==> config.mk <==
export PLATFORM = sky130hd
export DESIGN_NAME = serial_tx_arbiter
export DESIGN_NICKNAME = d
export VERILOG_FILES = /design/src/rtl/serial_tx_arbiter_pkg.sv /design/src/rtl/serial_tx_arbiter_rr_grant.sv /design/src/rtl/serial_tx_arbiter.sv
export SDC_FILE = /design/constraint.sdc
export NUM_CORES = 1
export LEC_CHECK = 0
export CORE_UTILIZATION = 35
export CTS_CLUSTER_DIAMETER = 80
export CTS_CLUSTER_SIZE = 24
export DETAILED_ROUTE_END_ITERATION = 16
export HOLD_SLACK_MARGIN = 0.03
export MAX_ROUTING_LAYER = met4
export PLACE_DENSITY = 0.66
export SLEW_MARGIN = 10
export SYNTH_ARGS = -nofsm -noshare
export SYNTH_HDL_FRONTEND = slang
export SYNTH_SLANG_ARGS = --single-unit
export TNS_END_PERCENT = 10
==> constraint.sdc <==
create_clock -name clk -period 2.5 [get_ports clk]
set_input_delay 0.25 -clock clk [delete_from_list [all_inputs] [get_ports clk]]
set_output_delay 0.25 -clock clk [all_outputs]
set_load 0.02 [all_outputs]
==> src/rtl/serial_tx_arbiter_pkg.sv <==
// Shared definitions for the serial transmit arbiter: FSM state encoding and
// width helpers used by the top level and the round-robin grant block.
package serial_tx_arbiter_pkg;

  typedef enum logic [1:0] {
    ST_IDLE  = 2'd0,
    ST_SHIFT = 2'd1,
    ST_GAP   = 2'd2
  } state_e;

  // Source index width; a single source still gets a 1-bit id.
  function automatic int unsigned src_w(input int unsigned num_req);
    return (num_req > 1) ? int'($clog2(num_req)) : 1;
  endfunction

  // One counter serves both the bit count (1..MSG_SIZE) and the gap count.
  function automatic int unsigned cnt_w(input int unsigned msg_size,
                                        input int unsigned gap_cycles);
    int unsigned top;
    top = (msg_size > gap_cycles) ? msg_size : gap_cycles;
    return int'($clog2(top + 1));
  endfunction

endpackage

==> src/rtl/serial_tx_arbiter_rr_grant.sv <==
// Combinational round-robin grant: picks the first requesting index at or
// after the pointer, wrapping around.
//   req_i     request vector
//   ptr_i     round-robin start index
//   gnt_c_o   one-hot grant
//   idx_c_o   granted index
//   vld_c_o   at least one request present
module serial_tx_arbiter_rr_grant
  import serial_tx_arbiter_pkg::*;
#(
  parameter int unsigned NUM_REQ = 2,
  parameter int unsigned SRC_W   = src_w(NUM_REQ)
) (
  input  logic [NUM_REQ-1:0] req_i,
  input  logic [SRC_W-1:0]   ptr_i,
  output logic [NUM_REQ-1:0] gnt_c_o,
  output logic [SRC_W-1:0]   idx_c_o,
  output logic               vld_c_o
);

  logic [SRC_W-1:0] cand_c;

  // Scan from the pointer; the first hit wins.
  always_comb begin
    gnt_c_o = '0;
    idx_c_o = '0;
    vld_c_o = 1'b0;
    cand_c  = '0;
    for (int unsigned k = 0; k < NUM_REQ; k++) begin
      cand_c = SRC_W'((32'(ptr_i) + k) % NUM_REQ);
      if (!vld_c_o && req_i[cand_c]) begin
        vld_c_o         = 1'b1;
        gnt_c_o[cand_c] = 1'b1;
        idx_c_o         = cand_c;
      end
    end
  end

endmodule

==> src/rtl/serial_tx_arbiter.sv <==
// Round-robin scheduler sharing one bit-serial pin between NUM_REQ sources.
// Grants a source, captures its word, shifts it out MSB first with a framing
// flag, then holds the flag low for GAP_CYCLES (plus one IDLE cycle).
//   clk, rst_n   clock, async active-low reset
//   ena          global enable; low freezes all state and quiets the pin
//   iReq         level request per source
//   iData_in     source k word at [k*MSG_SIZE +: MSG_SIZE]
//   oAck         1-cycle pulse: source word captured
//   oDone        1-cycle pulse: last bit of the source's frame on the pin
//   oData_out    serial data
//   oData_flag   high while oData_out carries a valid bit
//   oSrc_id      index of the source being sent (held between frames)
//   oBusy        high in SHIFT or GAP
module serial_tx_arbiter
  import serial_tx_arbiter_pkg::*;
#(
  parameter int unsigned MSG_SIZE   = 64,
  parameter int unsigned NUM_REQ    = 2,
  parameter int unsigned GAP_CYCLES = 2
) (
  input  logic                         clk,
  input  logic                         rst_n,
  input  logic                         ena,
  input  logic [NUM_REQ-1:0]           iReq,
  input  logic [NUM_REQ*MSG_SIZE-1:0]  iData_in,
  output logic [NUM_REQ-1:0]           oAck,
  output logic [NUM_REQ-1:0]           oDone,
  output logic                         oData_out,
  output logic                         oData_flag,
  output logic [src_w(NUM_REQ)-1:0]    oSrc_id,
  output logic                         oBusy
);

  localparam int unsigned SRC_W = src_w(NUM_REQ);
  localparam int unsigned CNT_W = cnt_w(MSG_SIZE, GAP_CYCLES);

  state_e                state_q, state_d;
  logic [CNT_W-1:0]      cnt_q, cnt_d;
  logic [MSG_SIZE-1:0]   sr_q, sr_d;
  logic [SRC_W-1:0]      ptr_q, ptr_d;
  logic [SRC_W-1:0]      src_q, src_d;
  logic                  data_q, data_d;
  logic                  flag_q, flag_d;
  logic [NUM_REQ-1:0]    ack_q, ack_d;
  logic [NUM_REQ-1:0]    done_q, done_d;
  logic                  busy_q;

  logic [NUM_REQ-1:0]    gnt_c;
  logic [SRC_W-1:0]      idx_c;
  logic                  vld_c;
  logic [MSG_SIZE-1:0]   word_c;
  logic                  last_bit_c;
  logic                  gap_end_c;

  serial_tx_arbiter_rr_grant #(
    .NUM_REQ (NUM_REQ),
    .SRC_W   (SRC_W)
  ) u_rr_grant (
    .req_i   (iReq),
    .ptr_i   (ptr_q),
    .gnt_c_o (gnt_c),
    .idx_c_o (idx_c),
    .vld_c_o (vld_c)
  );

  // Word of the granted source.
  always_comb begin
    word_c = '0;
    for (int unsigned k = 0; k < NUM_REQ; k++) begin
      if (idx_c == SRC_W'(k)) word_c = iData_in[k*MSG_SIZE +: MSG_SIZE];
    end
  end

  // In SHIFT the counter equals the number of bits already put on the pin.
  assign last_bit_c = (cnt_q == CNT_W'(MSG_SIZE));
  assign gap_end_c  = (cnt_q == CNT_W'(GAP_CYCLES - 1));

  // State register.
  always_ff @(posedge clk or negedge rst_n) begin
    if (!rst_n) state_q <= ST_IDLE;
    else        state_q <= state_d;
  end

  // Next-state logic; ena low freezes the FSM.
  always_comb begin
    state_d = state_q;
    if (ena) begin
      unique case (state_q)
        ST_IDLE:  if (vld_c) state_d = ST_SHIFT;
        ST_SHIFT: if (last_bit_c) state_d = (GAP_CYCLES == 0) ? ST_IDLE : ST_GAP;
        ST_GAP:   if (gap_end_c) state_d = ST_IDLE;
        default:  state_d = ST_IDLE;
      endcase
    end
  end

  // Datapath and output next values; pin outputs default to quiet.
  always_comb begin
    cnt_d  = cnt_q;
    sr_d   = sr_q;
    ptr_d  = ptr_q;
    src_d  = src_q;
    data_d = 1'b0;
    flag_d = 1'b0;
    ack_d  = '0;
    done_d = '0;
    if (ena) begin
      unique case (state_q)
        ST_IDLE: begin
          if (vld_c) begin
            sr_d   = {word_c[MSG_SIZE-2:0], 1'b0};
            data_d = word_c[MSG_SIZE-1];
            flag_d = 1'b1;
            ack_d  = gnt_c;
            src_d  = idx_c;
            ptr_d  = (idx_c == SRC_W'(NUM_REQ - 1)) ? '0 : SRC_W'(idx_c + SRC_W'(1));
            cnt_d  = CNT_W'(1);
          end
        end
        ST_SHIFT: begin
          if (!last_bit_c) begin
            data_d = sr_q[MSG_SIZE-1];
            sr_d   = {sr_q[MSG_SIZE-2:0], 1'b0};
            flag_d = 1'b1;
            cnt_d  = CNT_W'(cnt_q + CNT_W'(1));
            if (cnt_q == CNT_W'(MSG_SIZE - 1)) done_d = NUM_REQ'(1) << src_q;
          end else begin
            cnt_d = '0;
          end
        end
        ST_GAP: begin
          cnt_d = gap_end_c ? '0 : CNT_W'(cnt_q + CNT_W'(1));
        end
        default: cnt_d = '0;
      endcase
    end
  end

  // Datapath and output registers.
  always_ff @(posedge clk or negedge rst_n) begin
    if (!rst_n) begin
      cnt_q  <= '0;
      sr_q   <= '0;
      ptr_q  <= '0;
      src_q  <= '0;
      data_q <= 1'b0;
      flag_q <= 1'b0;
      ack_q  <= '0;
      done_q <= '0;
      busy_q <= 1'b0;
    end else begin
      cnt_q  <= cnt_d;
      sr_q   <= sr_d;
      ptr_q  <= ptr_d;
      src_q  <= src_d;
      data_q <= data_d;
      flag_q <= flag_d;
      ack_q  <= ack_d;
      done_q <= done_d;
      busy_q <= (state_d != ST_IDLE);
    end
  end

  assign oAck       = ack_q;
  assign oDone      = done_q;
  assign oData_out  = data_q;
  assign oData_flag = flag_q;
  assign oSrc_id    = src_q;
  assign oBusy      = busy_q;

endmodule

* Word level (Yosys, flattened, before mapping)
Index checks and enable logic that the tools add are counted.
** Storage, ports and cells
- Flip-flop bits (word level) :: 82
- Bits in latches :: 0
- Memory bits (writable) :: 0
- Bits in read-only memories :: 0
- Bits of input ports :: 133
- Output and inout port bits :: 8
- Logic and storage cells :: 79
- Memories :: 0
** Cells by class
- $add $sub $neg :: 3
- Multipliers :: 0
- Div/mod/pow operators :: 0
- Magnitude comparators :: 4
- Equality and inequality tests :: 7
- Shift-type cells :: 1
- Multiplexer cells :: 43
- Bitwise logic cells :: 1
- Reductions and logical operators :: 10
** Operator list (count)
- 2-to-1 mux 64 bit :: 3
- case mux 64 bit (2 select lines) :: 1
- 2-to-1 mux 2 bit :: 13
- 2-to-1 mux 7 bit :: 3
- case mux 7 bit (3 select lines) :: 1
- 2-to-1 mux 1 bit :: 17
- adder 7 x 1 -> 7 bit, second input constant :: 1
- == test 7 x 1 -> 1 bit, second input constant :: 1
- == test 7 x 6 -> 1 bit, second input constant :: 1
- == test 7 bit, second input constant :: 1
- case mux 2 bit (3 select lines) :: 1
- less-than comparator 1 x 2 -> 1 bit, second input constant :: 2
- case mux 1 bit (2 select lines) :: 2
- AND reduction 4 bit :: 1
- nonzero test 2 bit :: 2
- logical AND 1 bit :: 3
- AND reduction 3 bit :: 1
- adder 1 bit, second input constant :: 2
- demux 1 bit (select 1 bit) :: 2
- == test 2 x 1 -> 1 bit, second input constant :: 1
- == test 2 bit, second input constant :: 1
- >= comparator 1 bit, second input constant :: 2
- logical NOT 2 bit :: 1
- != test 2 x 1 -> 1 bit, second input constant :: 1
- other kinds (5) :: 5

* Depth between registers and ports, before layout
- Depth after elaboration :: 10
- Depth in mapped cells :: 8
- Depth with buffers taken out :: 6

* Hierarchy
A second synthesis with hierarchy kept.
** Unflattened totals
- Cells, all modules :: 439
- Area, all modules :: 4748.3 um2
** Modules (own cells, without submodules)
- serial_tx_arbiter :: instances 1, cells each 434, area each 4715.8 um2, sequential area each 2026.9 um2
- serial_tx_arbiter_rr_grant :: instances 1, cells each 5, area each 32.5 um2, sequential area each 0.0 um2

* Worst setup path after synthesis
No wires, ideal clock.
- Path kind :: reg-to-reg
- From :: register cnt_q[0]
- To :: register sr_q[2]
- Arrival time :: 1654 ps
- Path slack :: 725 ps
- Cell stages (with the launch flop) :: 8
- Clock period less this slack :: 1775 ps
- Cell sequence :: dfrtp_1 > inv_1 > ha_1 > and3_1 > a211o_4 > buf_6 > buf_4 > a22o_1
** On the way
- Longest elaborated chain between the ends :: 3
** RTL lines
- start: declaration :: line serial_tx_arbiter.sv:38 : logic [CNT_W-1:0] cnt_q, cnt_d;
- start signal: assignment :: line serial_tx_arbiter.sv:152 : cnt_q <= cnt_d;
- == test 7 bit :: line serial_tx_arbiter.sv:75 : assign last_bit_c = (cnt_q == CNT_W'(MSG_SIZE));
- != test 2 bit (no source line)
- AND reduction 4 bit (no source line)
- end signal: assignment :: line serial_tx_arbiter.sv:153 : sr_q <= sr_d;
- end: declaration :: line serial_tx_arbiter.sv:39 : logic [MSG_SIZE-1:0] sr_q, sr_d;
No other way between the ends.
A chain may end at the register's enable or synchronous reset.

* Final worst setup path
Ends and elaborated chain as after synthesis.

==> impl_metrics.yaml <==
critical_path:
  worst-path-max-fanout: 43
  slowest_delay_ns: 0.49
  ff2ff_setup_slack_ns: 0.44
  worst-path-stages: 6
  path_cells: "inv_1, ha_1, and3_1, a211o_4, buf_12, a22o_1"
  critical-path-top-delay-family: "compound AO/OA/AOI/OAI gates"
  startpoint: "cnt_q[0]"
  arrival_ns: 2.27
  rr_startpoint: "cnt_q[0]"
  critPathBufInv: 2
  cp-endpoint: "sr_q[2]"
  cp.required_ns: 2.71
  cp-end-kind: "flop"
  r2r_end: "sr_q[2]"
  startpoint_type: "flop"
  path_class: "flop to flop"
  slowest_stage: "a211o_4"
  reg2reg_depth: 6
clocking:
  htreeDepth: 3
  cts_buffers: 9
  clock_path_buffers: 2
  cts-resized-gates: 0
  holdBufCountCts: 1
  cts_tree: "built"
  root_buffer: "clkbuf_16"
  clkTransAtPathRegs_ns: 0.06
  clock_sinks: 81
  post_cts_buffers: 0
  clock_latency_ns: 0.33
yosys:
  avgSynthCellArea_sq_um: 8.412
  synth.net_count: 721
  synthTopCellsByCount: "nor2_1 (133), dfrtp_1 (81), inv_1 (69)"
  ys_warn_count: 0
  ys_async_sr_fraction: 1.000
  synth-edff-count: 0
  netlist.area_leader.share: 0.4119
  yosysTopAreaCell: "dfrtp_1"
  synth_area_leaders: "dfrtp_1 (41%), a22o_1 (11%), nor2_1 (10%), o211ai_1 (9.5%), o21ai_0 (6.9%)"
  yosysMostFrequentCell: "nor2_1"
  ys.flop_type: "dfrtp_1"
  ys_types: 35
  syn_area_sq_mm: 0.004921
  ys_ff_latch: 81
  syn_inst: 585
  ys_seq_area_frac: 0.4119
floorplanning:
  initial_core_util: 0.3658
  core_sq_mm: 0.01345
  io_pins: 141
  die_x_microns: 120.6
  die_y_microns: 120.6
  fp.dieArea_sq_mm: 0.01454
  num_rows: 42
timing:
  fin_worst_skew_ns: 0.009311
  fmax_mhz: 484.8
  holdWs_ns: 0.4789
  grt_setup_unrepaired: "false"
  fin_ws_ns: 0.4373
  period_needed_ns: 2.063
  setup_violations: 0
  hold_violations: 0
  max_slew_margin: 0.3726
  fin_tns_setup_ns: 0
  finalMaxSlewViolations: 0
  worst_pin_slew_ns: 0.9397
  period_share: 0.8251
grt:
  antenna_found_initial: 0
  globalRouteTotalUtil: 0.1887
  grt_start_max_net_pins: 64
  grt_pass1_wl_microns: 21400
  grt_pass1_vias: 4516
  grt_overflow: 0
placed_design:
  place_ws_ns: 0.3048
  routabilityCongestion: 0.7954
  dp_hpwl_microns: 8864
  io_buffers: 140
detailed_routing:
  wl_microns: 12910
  postRouteAntennaNets: 0
  vias: 4581
  drt_iter0_drc: 212
  vias_per_cell: 5.218
  drtPass1Iterations: 5
  drc_errors: 0
  wl_per_cell_microns: 14.71
layout:
  area_delta_synth_final_pct: 35.60
  nNetsFinal: 833
  n_antenna_cell: 0
  drive_above_1_share: 0.05413
power:
  ir_drop_mv: 0.3069
  leakagePower_uw: 0.002946
  power_density_mw_per_mm2: 644.4
  power.total_uw: 4300
flow_run:
  cap_violations: 0
worst_hold_path:
  hp-class: "primary input to asynchronous set/reset pin"
outcome:
  status: "finished, final reports clean"
-- state kept, by name (all words and copies together) (netlist names), 2 cells and up --
name	cells
oDone	2
oAck	2
cnt_q	7
state_q	2
sr_q	63
-- layout by cell type, fill, tap and decap left out, types with 3 or more instances in the layout --
master and instances:
clkdlybuf4s50_1 139, nor2_1 133, dfrtp_1 81, inv_1 69
o21ai_0 68, o211ai_1 62, a22o_1 62, nand2_1 11
a21oi_1 9, clkbuf_16 9, buf_4 8, buf_12 5
xor2_1 4, and3_1 3, nand2b_4 3, a31oi_1 3
ha_1 3
-- routing by layer --
| metal | track usage | share of wire |
|---|---|---|
| met5 | - | 0 |
| met1 | 0.2393 | 0.46 |
| met3 | 0.03113 | 0.051 |
| met2 | 0.3096 | 0.48 |
| met4 | 0.05710 | 0.013 |
-- final cells by class --
class,instances,area (sq um)
flip-flops and latches,81,2027
fillers,1297,6780
clock inverters,5,77.57
inverters,70,262.8
well taps,176,220.2
clock buffers,11,252.7
repair buffers,153,1562
multi-input cells,382,2271
-- worst min-delay path by stage --
| stage | slack [ns] | cells after the start | endpoint |
|---|---|---|---|
| after detailed placement | 0.33 | 1 | sr_q[6] |
| after global routing | 0.52 | 1 | sr_q[16] |
| after floorplan | -0.05 | 0 | cnt_q[0] |
| final | 0.48 | 2 | sr_q[6] |
| after CTS | 0.50 | 1 | oDone[0] |
| after global placement | 0.32 | 1 | sr_q[6] |
-- power breakdown --
group	leakage [uW]	total (uW)	internal, uW	switching, uW
Clock	0.000162	1440	926	518
Combinational	0.00178	1140	584	551
Sequential	0.00100	1720	1550	170
-- metrics by stage --
step,instances,instance area [sq um],utilization
after floorplan,585,4921,-
after global placement,861,6332,0.4707
after detailed placement,861,6332,0.4707
after CTS,878,6673,0.4960
after global routing,878,6673,0.4960
final,878,6673,0.4960
-- kinds of logic (layout without fill, tap and decap cells) --
| family | count (synthesis) | in the layout | share of synthesized area |
|---|---|---|---|
| buffers and inverters | 122 | 239 | 0.1297 |
| adder cells (fa/ha/maj) | 3 | 3 | 0.007629 |
| AND/OR/NAND/NOR | 163 | 163 | 0.1404 |
| flip-flops | 81 | 81 | 0.4119 |
| XOR/XNOR | 4 | 4 | 0.007119 |
| multiplexers | 1 | 1 | 0.002034 |
| AO/OA/AOI/OAI | 211 | 211 | 0.3013 |
(Power assumes the default switching activity.)
